<file path="src/rtl/demux1to2_buf.sv">
// Buffered 1-to-2 demultiplexer: one valid/ready stream is steered by in_sel
// into channel A (sel=1) or channel B (sel=0), each backed by its own small FIFO.
module demux1to2_buf #(
  parameter int WIDTH = 32,
  parameter int DEPTH = 2,
  parameter int AW    = 1
) (
  input  logic             clk,
  input  logic             rst,
  input  logic [WIDTH-1:0] in_data,
  input  logic             in_sel,
  input  logic             in_valid,
  output logic             in_ready,
  output logic [WIDTH-1:0] a_data,
  output logic             a_valid,
  input  logic             a_ready,
  output logic [AW:0]      a_count,
  output logic [WIDTH-1:0] b_data,
  output logic             b_valid,
  input  logic             b_ready,
  output logic [AW:0]      b_count
);

  localparam logic [AW:0] FULL_CNT = (AW + 1)'(DEPTH);

  // Channel index 0 is A, index 1 is B.
  logic [1:0] chan_rdy;
  logic [1:0] chan_sel;
  logic [1:0] chan_full;
  logic       push_ok;

  assign chan_rdy = {b_ready, a_ready};
  assign chan_sel = {~in_sel, in_sel};

  // Acceptance looks only at the selected channel's occupancy, never at the
  // consumer ready, so a full FIFO cannot pass a word through on a pop.
  assign in_ready = in_sel ? ~chan_full[0] : ~chan_full[1];
  assign push_ok  = in_valid & in_ready;

  genvar gi;
  generate
    for (gi = 0; gi < 2; gi++) begin : g_ch
      logic [WIDTH-1:0] mem_q [DEPTH];
      logic [WIDTH-1:0] mem_d [DEPTH];
      logic [AW-1:0]    wr_ptr_q, wr_ptr_d;
      logic [AW-1:0]    rd_ptr_q, rd_ptr_d;
      logic [AW:0]      cnt_q, cnt_d;
      logic             push;
      logic             pop;
      logic [WIDTH-1:0] head;

      assign chan_full[gi] = (cnt_q == FULL_CNT);
      assign push          = push_ok & chan_sel[gi];
      assign pop           = (cnt_q != '0) & chan_rdy[gi];
      assign head          = (cnt_q != '0) ? mem_q[rd_ptr_q] : '0;

      always_comb begin
        mem_d    = mem_q;
        wr_ptr_d = wr_ptr_q;
        rd_ptr_d = rd_ptr_q;
        cnt_d    = cnt_q;
        if (push) begin
          mem_d[wr_ptr_q] = in_data;
          wr_ptr_d        = wr_ptr_q + AW'(1);
        end
        if (pop) begin
          rd_ptr_d = rd_ptr_q + AW'(1);
        end
        cnt_d = cnt_q + (AW + 1)'(push) - (AW + 1)'(pop);
      end

      always_ff @(posedge clk) begin
        if (rst) begin
          wr_ptr_q <= '0;
          rd_ptr_q <= '0;
          cnt_q    <= '0;
        end else begin
          wr_ptr_q <= wr_ptr_d;
          rd_ptr_q <= rd_ptr_d;
          cnt_q    <= cnt_d;
        end
      end

      // Storage needs no reset: the head is masked to zero whenever empty.
      always_ff @(posedge clk) begin
        mem_q <= mem_d;
      end
    end
  endgenerate

  assign a_data  = g_ch[0].head;
  assign a_count = g_ch[0].cnt_q;
  assign a_valid = (g_ch[0].cnt_q != '0);
  assign b_data  = g_ch[1].head;
  assign b_count = g_ch[1].cnt_q;
  assign b_valid = (g_ch[1].cnt_q != '0);

endmodule

</file>
<file path="config.mk">
export PLATFORM = sky130hd
export DESIGN_NAME = demux1to2_buf
export DESIGN_NICKNAME = d
export VERILOG_FILES = /design/src/rtl/demux1to2_buf.sv
export SDC_FILE = /design/constraint.sdc
export NUM_CORES = 1
export LEC_CHECK = 0
export ABC_AREA = 1
export ABC_CLOCK_PERIOD_IN_PS = 3300
export CAP_MARGIN = 20
export CORE_MARGIN = 1
export CORE_UTILIZATION = 53
export CTS_BUF_LIST = sky130_fd_sc_hd__clkbuf_2 sky130_fd_sc_hd__clkbuf_4 sky130_fd_sc_hd__clkbuf_8
export CTS_CLUSTER_DIAMETER = 30
export DETAILED_ROUTE_END_ITERATION = 6
export GPL_ROUTABILITY_DRIVEN = 0
export PLACE_DENSITY = 0.93
export SYNTH_ARGS = -nofsm -noshare
export SYNTH_HDL_FRONTEND = slang
export SYNTH_SLANG_ARGS = --single-unit
</file>
<file path="constraint.sdc">
create_clock -name clk -period 3.3 [get_ports clk]
set_clock_uncertainty 0.15 [all_clocks]
set_input_delay 0.66 -clock clk [delete_from_list [all_inputs] [get_ports clk]]
set_output_delay 0.66 -clock clk [all_outputs]
set_load 0.02 [all_outputs]
</file>
Word level (Yosys, flattened, before mapping)

Cells that the tools add are included.

Bits in writable memories: 0
Bits of input ports: 38
ROM bits: 0
Memories kept: 0
Bits in latches: 0
Output and inout bits: 71
Logic and storage cells: 57
Flip-flop bits (word level): 136

$add $sub $neg: 8
Equality and inequality tests: 2
Magnitude comparators: 6
Shift-type cells: 0
Bitwise operators: 12
$mul: 0
Divide/modulo/power cells: 0
Muxes and demuxes: 15
Reductions and logical operators: 4

Operators with widths:

| operator                                                             | count |
|---|---|
| 32-bit 2-to-1 mux                                                    | 10 |
| 64-bit bitwise mux                                                   | 2 |
| 32-bit demux with 1-bit select                                       | 2 |
| 2-bit >= comparator, second input constant                           | 4 |
| 1-bit NOT with 2-bit output                                          | 4 |
| 1-bit bitwise AND                                                    | 5 |
| 1-bit adder, second input constant                                   | 4 |
| 2-bit by 1-bit adder with 2-bit output                               | 2 |
| 2-bit == test, second input constant                                 | 2 |
| 2-bit by 1-bit < comparator with 1-bit output, second input constant | 2 |
| 2-bit nonzero test                                                   | 2 |
| 2-bit by 1-bit subtractor with 2-bit output                          | 2 |
| 1-bit NOT                                                            | 3 |
| 1-bit logical AND                                                    | 2 |
| 1-bit 2-to-1 mux                                                     | 1 |

Logic depth before layout (Yosys ltp)

Depth in word-level cells: 7
Gate-level depth with buffers: 10
Depth with buffers taken out: 10

Worst setup path after synthesis

No wires, ideal clock.

Path kind: input to register
Start: in in_sel
End: reg g_ch[1].mem_q[32] in the netlist's numbering (enable)
Setup slack: 0.482 ns
Library setup time: 0.421 ns
Arrival: 2.247 ns
Path buffers: 0
Stages on the path: 3
Cells stage by stage: inv_1 -> o211ai_4 -> nor2_1

Word-level cells in the longest chain between the ends: 3
Elaborated cells on any way between the ends: 4
Those cells by class: mux (1); bitwise (3)

RTL lines:

| what                  | line | RTL |
|---|---|---|
| start, declared       | 11   | `input logic in_sel,` |
| 1-bit 2-to-1 mux      | 37   | `assign in_ready = in_sel ? ~chan_full[0] : ~chan_full[1];` |
| 1-bit bitwise AND     | 38   | `assign push_ok = in_valid & in_ready;` |
| 1-bit bitwise AND (*) | 53   | `assign push = push_ok & chan_sel[gi];` |
| end signal, assigned  | 86   | `mem_q <= mem_d;` |
| end, declared         | 43   | `logic [WIDTH-1:0] mem_q [DEPTH];` |

Mark *: on every way between the ends. The rest lies on a longest branch, timed or not.
A chain may end at the register's enable or synchronous reset.

Worst setup path after layout

Start: reg g_ch[1].cnt_q[0] (netlist: b_count[0])
End: out b_data[16]

Word-level cells in the longest chain between the ends: 2

RTL lines:

| what                   | line | RTL |
|---|---|---|
| start, declared        | 47   | `logic [AW:0] cnt_q, cnt_d;` |
| start signal, assigned | 80   | `cnt_q <= cnt_d;` |
| 2-bit nonzero test     | 55   | `assign head = (cnt_q != '0) ? mem_q[rd_ptr_q] : '0;` |
| 32-bit 2-to-1 mux      | 55   |  |
| end, declared          | 18   | `output logic [WIDTH-1:0] b_data,` |

Every way passes these cells.

==> results.md <==
- The run finished with clean final reports.
- The number of setup violations in the final report is 0.
- The slack of the worst reg-to-reg path is ~1100 ps.
- The highest clock frequency the design can meet is 324 MHz.
- During placement, the flow inserted port buffers numbering 108.
- The critical hold path startpoint is g_ch[0].wr_ptr_q$_SDFFE_PP0N_.
- The number of max-slew violations in the final report was 0.
- In this run the standard cell core region covers 9680 um2.
- Fill cells in the final layout number roughly 640.
- The floorplan step defined a die boundary enclosing 10,300 um2.
- approximately 110 I/O pins were placed.
- The initial core utilization is 54.4%.
- The wire length of the first global-routing pass is about 18,000 um.
- The number of global-route vias before repair is ~3,600.
- The class of the tightest hold or removal check is reg -> reg.
- Synthesis produced a netlist with a net count of roughly 450.
- The reported max-cap violation count is 0.
- The row count is 36.
- The critical path goes through nor2_4, a21oi_1, clkdlybuf4s50_1.
- The areal power density over the cells is roughly 860 nW/um2.
- In this design, the stage delay of the slowest critical-path cell is 680 ps.
- The number of sinks handled by clock tree synthesis is 136.
- The post-layout net count is roughly 560.
- STA classifies the critical path endpoint as an output port.
- The required time of the critical path is approximately 2500 ps.
- The number of CTS-inserted buffers is 17.
- The total of hold buffers inserted after clock tree synthesis is 0.
- The final standard cell utilization of the core is a little under three quarters.
- The die outline height is 102 um.
- The number of antenna violations at the first check in global routing is 0.
- TritonCTS built the clock tree.
- In the finished design, the share of the clock period the worst path needs comes to 93.6%.
- VDD sags by at most approximately 0.64 mV.
- In this run, the number of DRC markers left after iteration 0 of detailed routing was 197.
- The startpoint class of the critical path is a flop.
- The most common cell after layout, fill and taps aside is nand2_1.
- Data on the critical path arrives at its endpoint at 2280 ps.
- The post-synthesis cell area is 5270 um2.
- Summed over all layers, the global routing overflow is 0.
- The top cell types in the final layout, fill and taps aside, are 137 x nand2_1, 128 x edfxtp_1, 108 x clkdlybuf4s50_1.
- In the routed design, unresolved DRC markers number 0.
- After detailed routing, the number of vias per cell comes to 5.25.
- The minimum period implied by the final worst setup slack is 3090 ps.
- Setup repair after global routing left no endpoint under its margin.
- The die is 102 um wide.
- The first-pass iteration count of the detailed router is 5.
- The remaining number of nets flagged by the antenna check after routing is 0.
- The worst hold path was traced through 2 stages.
- CTS built an H-tree with a depth of 4.
- The layout-stage area growth over the synthesis result is 31.0%.
- The clock network latency to the later pin of the worst-skew pair is 430 ps.
- The worst-path cell with the longest stage delay is nor2_4.
- Summed over all layers, the routed wires come to ~11,000 um.
- The total vias in the final route is between 3,000 and 4,000.
- Of the synthesized area, sequential elements account for 76.0%.
- In the final routed layout, each cell accounts on average for 17.1 um.
- The worst-case clock buffer depth is 2.
- The path with the worst hold slack has its endpoint at g_ch[0].wr_ptr_q$_SDFFE_PP0N_.
- The aggregate negative setup slack is 0 ps.
- The analysis attributes to cell leakage a power of 2.46 nW.
- The worst pin sits at a relative slew slack of 42.9%.
- The maximum fanout along the worst path is 34.
- The endpoint identified for the worst register-to-register timing path is b_count[1]$_SDFF_PP0_.
- Entering global routing, the biggest net connects 35 pins.
- The critical path class is reg -> out.
- The cell depth of the worst flop-to-flop path is 9.
- The mean area per synthesized cell is between 10 and 15 um2.
- For the pin with the worst max-slew slack, the measured transition is 855 ps.
- In this run the critical register-to-register path is launched from b_count[0]$_SDFF_PP0_.
- The final hold violation count came to 0.
- 0 antenna diodes ended up in the layout.
- The register bit count reported by yosys is around 140.
- The half-perimeter wire length after detailed placement is 7410 um.
- The synthesized netlist contains 20 unique library cells.
- The share of post-route cells with drive strength above 1 is ~9.9%.
- The tree is rooted in a clkbuf_8.
- After technology mapping, the gate count stands at slightly above 400.
- After clock tree synthesis, the clock-pin slew on the worst setup and hold paths is 80 ps.
- The global routing usage summed across all routing layers is 23.7%.
- The number of warnings issued by yosys is 0.
[cells by family (layout without fill, tap and decap cells)]
family          Yosys count  count (layout)  synth area share [%]
xor+xnor                  2               2                 0.333
simple gates            154             154                  11.6
buf+inv                  39             168                  4.11
fa+ha+maj                 4               4                 0.950
flops                   136             136                  76.0
compound gates           71              71                  7.05
[critical path, delay by kind of cell, from the launching register on]
family | cells | cell delay [ps]
buffers and inverters | 1 | 590
AO/OA/AOI/OAI | 1 | 150
AND/OR/NAND/NOR | 1 | 680
flip-flops | 1 | 400
[Yosys cell counts (all sizes together)]
cell      n  area share [%]
o21ai     3            0.28
nand2   137             9.8
clkinv    1           0.095
o211ai    1            0.40
ha        4            0.95
xnor2     2            0.33
nand3     1           0.095
edfxtp  128              73
a21oi    67             6.4
inv      18             1.3
dfxtp     8             3.0
nor2     15             1.6
nand4     1            0.12
buf      20             2.7
[timing repair]
item                       CTS  global route
setup endpoints to repair    0            12
setup buffers                0             0
resized for setup            0             3
[flip-flops by register name (all words and copies together) (netlist names)]
signal,count
g_ch.rd_ptr_q,2
g_ch.mem_q,128
g_ch.wr_ptr_q,2
b_count,2
a_count,2
[where the power goes]
part / internal (mW) / switching [mW]
combinational: 0.979 / 1.46
sequential: 2.05 / 0.0917
clock: 0.686 / 0.667
[area by class of cell]
class	instances	area, um2	area share, %
Tap cell	133	166	2.41
Timing Repair Buffer	117	1190	17.2
Multi-Input combinational cell	231	1070	15.5
Clock inverter	15	166	2.41
Sequential cell	136	4010	58.0
Clock buffer	17	234	3.39
Inverter	19	75.1	1.09
[layer usage]
metal | vias up | part of all wire, % | global-route usage (%)
met1 | 1694 | 39 | 27.9
met2 | 155 | 52 | 40.2
met5 | - | 0 | 0
met3 | 20 | 7.1 | 6.69
met4 | 0 | 1.8 | 11.6
li1 | 1638 | - | -
[worst max-delay path by stage]
stage | cells after the start | slack (ps) | from | end
global placement | 6 | 450 | in_sel | in_ready
finish | 3 | 210 | b_count[0]$_SDFF_PP0_ | b_data[16]
global route | 3 | 60 | b_count[0]$_SDFF_PP0_ | b_data[22]
CTS | 4 | 60 | g_ch[1].rd_ptr_q$_SDFFE_PP0P_ | b_data[12]
floorplan | 3 | 480 | in_sel | g_ch[1].mem_q[32]$_DFFE_PP_
detailed placement | 6 | 420 | in_sel | in_ready
[per-stage QoR]
stage          hold WS, ps  area [um2]  worst slack (ps)  total power [mW]  instances
6_report               370        6900               211              5.94        668
5_1_grt                390        6900              60.1              6.22        668
4_1_cts                367        6900              56.2              5.98        668
3_5_place_dp           354        6500               421              4.62        636
3_3_place_gp           346        6500               447              4.57        636
2_1_floorplan          285        5270               482              3.54        406
No activity file was read; power rests on OpenSTA's default activity.
